**src/rtl/id_ex_stage.sv**
```systemverilog
// ID/EX pipeline register with load-use stall and redirect flush bubbles.
// Optional inserted-bubble counter enabled by defining ID_EX_BUBBLE_CNT_EN.
package id_ex_pkg;
  typedef enum logic [1:0] {
    NO_WRITEBACK = 2'd0,
    WB_ALU       = 2'd1,
    WB_MEM       = 2'd2,
    WB_PC4       = 2'd3
  } write_back_mux_selector;

  localparam logic [6:0] OPCODE_LOAD   = 7'h03;
  localparam logic [6:0] OPCODE_OP_IMM = 7'h13;
  localparam logic [6:0] OPCODE_AUIPC  = 7'h17;
  localparam logic [6:0] OPCODE_STORE  = 7'h23;
  localparam logic [6:0] OPCODE_OP     = 7'h33;
  localparam logic [6:0] OPCODE_LUI    = 7'h37;
  localparam logic [6:0] OPCODE_BRANCH = 7'h63;
  localparam logic [6:0] OPCODE_JAL    = 7'h6F;
endpackage

module id_ex_stage
  import id_ex_pkg::*;
#(
  parameter int unsigned DATA_W        = 32,
  parameter int unsigned FLUSH_BUBBLES = 2
) (
  input  logic                   clk,
  input  logic                   reset,
  input  logic                   id_valid_ip,
  input  logic [6:0]             id_instr_opcode_ip,
  input  logic [4:0]             id_rs1_ip,
  input  logic [4:0]             id_rs2_ip,
  input  logic [4:0]             id_rd_ip,
  input  logic [DATA_W-1:0]      id_rs1_data_ip,
  input  logic [DATA_W-1:0]      id_rs2_data_ip,
  input  logic [DATA_W-1:0]      id_imm_ip,
  input  write_back_mux_selector id_wb_mux_ip,
  input  logic                   ex_redirect_ip,
  output logic                   ex_valid_op,
  output logic [6:0]             ex_instr_opcode_op,
  output logic [4:0]             ex_rs1_op,
  output logic [4:0]             ex_rs2_op,
  output logic [4:0]             ex_rd_op,
  output logic [DATA_W-1:0]      ex_rs1_data_op,
  output logic [DATA_W-1:0]      ex_rs2_data_op,
  output logic [DATA_W-1:0]      ex_imm_op,
  output write_back_mux_selector ex_wb_mux_op,
  output logic                   stall_op,
  output logic [31:0]            bubble_cnt_op
);

  typedef enum logic [1:0] {RUN, LU_STALL, FLUSH} state_e;

  state_e     r_state;
  logic [2:0] r_fcnt;
  logic       w_rs1_used;
  logic       w_rs2_used;
  logic       w_hazard;
  logic       w_load_bubble;

  // Which source registers the decoded instruction actually reads
  assign w_rs1_used = (id_instr_opcode_ip != OPCODE_LUI) &&
                      (id_instr_opcode_ip != OPCODE_AUIPC) &&
                      (id_instr_opcode_ip != OPCODE_JAL);
  assign w_rs2_used = (id_instr_opcode_ip == OPCODE_OP) ||
                      (id_instr_opcode_ip == OPCODE_STORE) ||
                      (id_instr_opcode_ip == OPCODE_BRANCH);

  assign w_hazard = (r_state == RUN) && ex_valid_op &&
                    (ex_instr_opcode_op == OPCODE_LOAD) && (ex_rd_op != 5'd0) &&
                    id_valid_ip &&
                    ((w_rs1_used && (id_rs1_ip == ex_rd_op)) ||
                     (w_rs2_used && (id_rs2_ip == ex_rd_op)));

  // Redirect always wins over a load-use stall
  assign stall_op      = reset && !ex_redirect_ip && w_hazard;
  assign w_load_bubble = ex_redirect_ip || w_hazard || (r_state == FLUSH);

  always_ff @(posedge clk) begin
    if (!reset) begin
      r_state <= RUN;
      r_fcnt  <= 3'd0;
    end else if (ex_redirect_ip) begin
      r_fcnt  <= 3'(FLUSH_BUBBLES - 1);
      r_state <= (FLUSH_BUBBLES > 1) ? FLUSH : RUN;
    end else begin
      case (r_state)
        RUN:      if (w_hazard) r_state <= LU_STALL;
        LU_STALL: r_state <= RUN;
        FLUSH: begin
          r_fcnt <= r_fcnt - 3'd1;
          if (r_fcnt <= 3'd1) r_state <= RUN;
        end
        default:  r_state <= RUN;
      endcase
    end
  end

  always_ff @(posedge clk) begin
    if (!reset || w_load_bubble) begin
      ex_valid_op        <= 1'b0;
      ex_instr_opcode_op <= 7'h00;
      ex_rs1_op          <= 5'd0;
      ex_rs2_op          <= 5'd0;
      ex_rd_op           <= 5'd0;
      ex_rs1_data_op     <= '0;
      ex_rs2_data_op     <= '0;
      ex_imm_op          <= '0;
      ex_wb_mux_op       <= NO_WRITEBACK;
    end else begin
      ex_valid_op        <= id_valid_ip;
      ex_instr_opcode_op <= id_instr_opcode_ip;
      ex_rs1_op          <= id_rs1_ip;
      ex_rs2_op          <= id_rs2_ip;
      ex_rd_op           <= id_rd_ip;
      ex_rs1_data_op     <= id_rs1_data_ip;
      ex_rs2_data_op     <= id_rs2_data_ip;
      ex_imm_op          <= id_imm_ip;
      ex_wb_mux_op       <= id_wb_mux_ip;
    end
  end

`ifdef ID_EX_BUBBLE_CNT_EN
  logic [31:0] r_bubble_cnt;

  // Saturating count of hazard/redirect bubbles
  always_ff @(posedge clk) begin
    if (!reset) begin
      r_bubble_cnt <= 32'd0;
    end else if (w_load_bubble && (r_bubble_cnt != 32'hFFFF_FFFF)) begin
      r_bubble_cnt <= r_bubble_cnt + 32'd1;
    end
  end

  assign bubble_cnt_op = r_bubble_cnt;
`else
  assign bubble_cnt_op = 32'd0;
`endif

endmodule

```
**config.mk**
```make
export PLATFORM = sky130hd
export DESIGN_NAME = id_ex_stage
export DESIGN_NICKNAME = d
export VERILOG_FILES = /design/src/rtl/id_ex_stage.sv
export SDC_FILE = /design/constraint.sdc
export NUM_CORES = 1
export LEC_CHECK = 0
export ABC_AREA = 0
export CAP_MARGIN = 20
export CORE_ASPECT_RATIO = 1.5
export CORE_MARGIN = 2
export CORE_UTILIZATION = 35
export CTS_CLUSTER_DIAMETER = 200
export DETAILED_ROUTE_END_ITERATION = 16
export GPL_TIMING_DRIVEN = 0
export PLACE_DENSITY_LB_ADDON = 0.12
export SLEW_MARGIN = 5
export SYNTH_ARGS = -nofsm -noshare
export SYNTH_HDL_FRONTEND = slang
export SYNTH_SLANG_ARGS = --single-unit
```
**constraint.sdc**
```tcl
create_clock -name clk -period 4.9 [get_ports clk]
set_clock_uncertainty 0.2 [all_clocks]
set_input_delay 1.47 -clock clk [delete_from_list [all_inputs] [get_ports clk]]
set_output_delay 1.47 -clock clk [all_outputs]
set_load 0.1 [all_outputs]
```
==> results_dict.tcl <==
set metrics [dict create \
    crit_path_start "id_rs2_ip[2]" \
    track_usage_pct 19.3 \
    crit_chain "dlygate4sd2_1 > xnor2_1 > nand4_1 > or4_4 > a21oi_4 > buf_6 > nor2b_4 > buf_12" \
    antenna_found_initial 0 \
    ir_drop_mv 0.240 \
    area_growth_pct 80.9 \
    postRouteAntennaNets 0 \
    worstHoldPathCells 2 \
    cp_num_buf_inv 3 \
    drt_iter0_markers 68 \
    cts_root_buf "clkbuf_16" \
    setup_violations 0 \
    via_count 3915 \
    clock_path_buffers 2 \
    switchingPower_uw 902 \
    htree_levels 4 \
    fillers 1044 \
    grt_pass1_vias 3849 \
    syn_avg_cell_area_um2 8.72 \
    clk_pin_slew_worst_paths_ns 0.05 \
    slew_headroom_pct 30.0 \
    netlist_instances 474 \
    rows 48 \
    num-nets-final 898 \
    pwr-share-seq_pct 38.0 \
    netSwitchingFraction_pct 31.8 \
    gp_congestion 0.748 \
    die-area_um2 12700 \
    final_cell_mix "clkdlybuf4s50_1 (232), nor2_1 (126), dfxtp_1 (126), nand2_1 (124), buf_4 (42)" \
    cts_made_buffers 17 \
    worstPathMaxFanout 2 \
    die_x_um 92.7 \
    overflow 0 \
    hp-start "r_fcnt[1]" \
    drt-total-wl_um 12600 \
    dp_hpwl_um 9700 \
    drt_first_pass_iters 4 \
    diodes 0 \
    clk_latency_ns 0.40 \
    cp_slowest_stage_delay_ns 0.54 \
    multi_input_area_um2 1380 \
    die_h_um 137 \
    synth_warnings 0 \
    cts.sinks 126 \
    r2r_setup_slack_ns 2.58 \
    io_pins 278 \
    finalMaxSlewViolations 0 \
    drive_gt1_share_pct 11.0 \
    min_to "r_fcnt[1]" \
    fmax_mhz 206 \
    min_period_over_period_pct 98.9 \
    r2r-start "r_state[1]" \
    design_area_um2 7480 \
    core_area_um2 11500 \
    min_period_ns 4.85 \
    ys_seq_elements 126 \
    critical_path_class "input port to output pin" \
    final-seq-area_um2 2520 \
    seq_area_frac_synth_pct 61.0 \
    p_per_area_nw_per_um2 380 \
    placed_cell_area_um2 6900 \
    cp_slowest_cell "or4_4" \
    routed_via_density 4.19 \
    cts-hold-fix-buffers 0 \
    final_common_cell "clkdlybuf4s50_1" \
    place_inst 900 \
    fin_cells 934 \
    status "finished clean" \
    cap_violations 0 \
    rsz0062_at_grt "no" \
    clockPowerShare_pct 39.3 \
    io_buffers 245 \
    drc 0 \
    p_int_uw 1940 \
    tightest_slew_ns 1.05 \
    path_delay_family "simple AND/OR/NAND/NOR gates" \
    grt_max_degree 17 \
    arrival_ns 3.18 \
    p_leak_uw 0.00331 \
    r2r_cells 8 \
    pwr-share-comb_pct 22.8 \
    r2r-end "ex_imm_op[0]" \
    end_kind "output pin" \
    grt_pass1_wl_um 18700 \
    holdWs_ns 0.315 \
    syn_area_um2 4130 \
    required_ns 3.23 \
    yosysUniqueCellTypes 27 \
    hold_viol_final 0 \
    hold_path.class "register to register" \
    start_util_pct 35.8 \
    cts_tree "yes" \
    crit_path_start_kind "input port" \
    wl_per_cell_um 13.4 \
]
## worst max-delay path by stage
stage,end,cells after the start
2_1_floorplan,stall_op,6
3_3_place_gp,stall_op,8
3_5_place_dp,stall_op,8
4_1_cts,stall_op,8
5_1_grt,stall_op,8
6_report,stall_op,8
## Yosys cell counts
| cell type | n | area share (%) |
|---|---|---|
| a211oi_1 | 1 | 0.18 |
| a21oi_1 | 1 | 0.12 |
| a21oi_2 | 1 | 0.21 |
| a31oi_1 | 1 | 0.15 |
| buf_2 | 6 | 0.73 |
| buf_4 | 39 | 7.1 |
| clkbuf_1 | 13 | 1.2 |
| conb_1 | 1 | 0.091 |
| dfxtp_1 | 126 | 61 |
| ha_1 | 2 | 0.61 |
| inv_1 | 2 | 0.18 |
| nand2_1 | 124 | 11 |
| nand2b_1 | 1 | 0.15 |
| nand3_1 | 1 | 0.12 |
| nand4_1 | 2 | 0.30 |
| nor2_1 | 126 | 11 |
| nor2b_1 | 5 | 0.76 |
| nor3_1 | 1 | 0.12 |
| nor3b_1 | 1 | 0.18 |
| nor4_1 | 1 | 0.15 |
| o2111ai_1 | 2 | 0.42 |
| o21a_1 | 1 | 0.18 |
| o21bai_1 | 1 | 0.18 |
| or4_1 | 2 | 0.36 |
| or4b_1 | 1 | 0.24 |
| xnor2_1 | 6 | 1.3 |
| xor2_1 | 6 | 1.3 |
## worst register-to-register path: cells and delay by family, from the launching register on
kind / cells / cell delay, ns
flip-flops: 1 / 0.30
AO/OA/AOI/OAI: 2 / 0.41
AND/OR/NAND/NOR: 3 / 0.80
buffers and inverters: 3 / 0.50
## metal layers
metal / share of wire, % / global-route usage [%] / vias to the layer above
met5: 0 / 0 / -
met4: 2.4 / 8.66 / 0
met3: 8.4 / 7.05 / 21
met2: 55 / 37.1 / 184
met1: 35 / 18.0 / 1733
li1: - / - / 1977
## sequential cells by signal, summed over array words and instances, names as in the netlist
signal / count
ex_imm_op: 32
ex_rs1_data_op: 32
ex_rs2_data_op: 32
ex_instr_opcode_op: 7
ex_rd_op: 5
ex_rs1_op: 5
ex_rs2_op: 5
r_fcnt: 3
ex_wb_mux_op: 2
r_state: 2
ex_valid_op: 1
## power by group through the flow
stage	Sequential (uW)	Combinational [uW]	Clock, uW
floorplan	1370	181	0
global placement	1100	643	0
detailed placement	1100	647	0
CTS	1080	648	1150
global route	1080	670	1210
finish	1080	647	1110
## stage by stage
| step | power (uW) | utilization, % | TNS, ns | setup slack, ns |
|---|---|---|---|---|
| 2_1_floorplan | 1550 | - | 0 | 0.0173 |
| 3_3_place_gp | 1740 | 59.8 | -1.76 | -1.76 |
| 3_5_place_dp | 1750 | 59.8 | -1.73 | -1.73 |
| 4_1_cts | 2870 | 64.9 | 0 | 0.0176 |
| 5_1_grt | 2960 | 64.8 | 0 | 0.00833 |
| 6_report | 2840 | 64.8 | 0 | 0.0523 |
## cell type report
class                   instances  area share [%]
inverters                       2           0.100
repair buffers                248            33.1
multi-input cells             319            18.4
clock inverters                12            1.32
clock buffers                  19            5.79
well taps                     150            2.51
flip-flops and latches        126            33.7
plain buffers                  58            5.05
## cell families (layout without fill, tap and decap cells)
family / after synthesis / count (layout) / share of synthesized area, %
AOI/OAI and AO/OA: 8 / 8 / 1.45
xor gates and xnor gates: 12 / 12 / 2.54
adders and majority gates: 2 / 2 / 0.605
buffers and inverters: 60 / 339 / 9.17
DFF: 126 / 126 / 61.0
other: 1 / 32 / 0.0907
and+or+nand+nor: 265 / 265 / 25.1
## timing repair
| item | in CTS | in global routing |
|---|---|---|
| setup buffers | 3 | 0 |
| gates resized for setup | 27 | 11 |
| gates cloned | 0 | 0 |
| pin swaps | 5 | 6 |
| endpoints found under the setup margin | 1 | 1 |
Note: power is estimated with default switching activity, not from simulation.
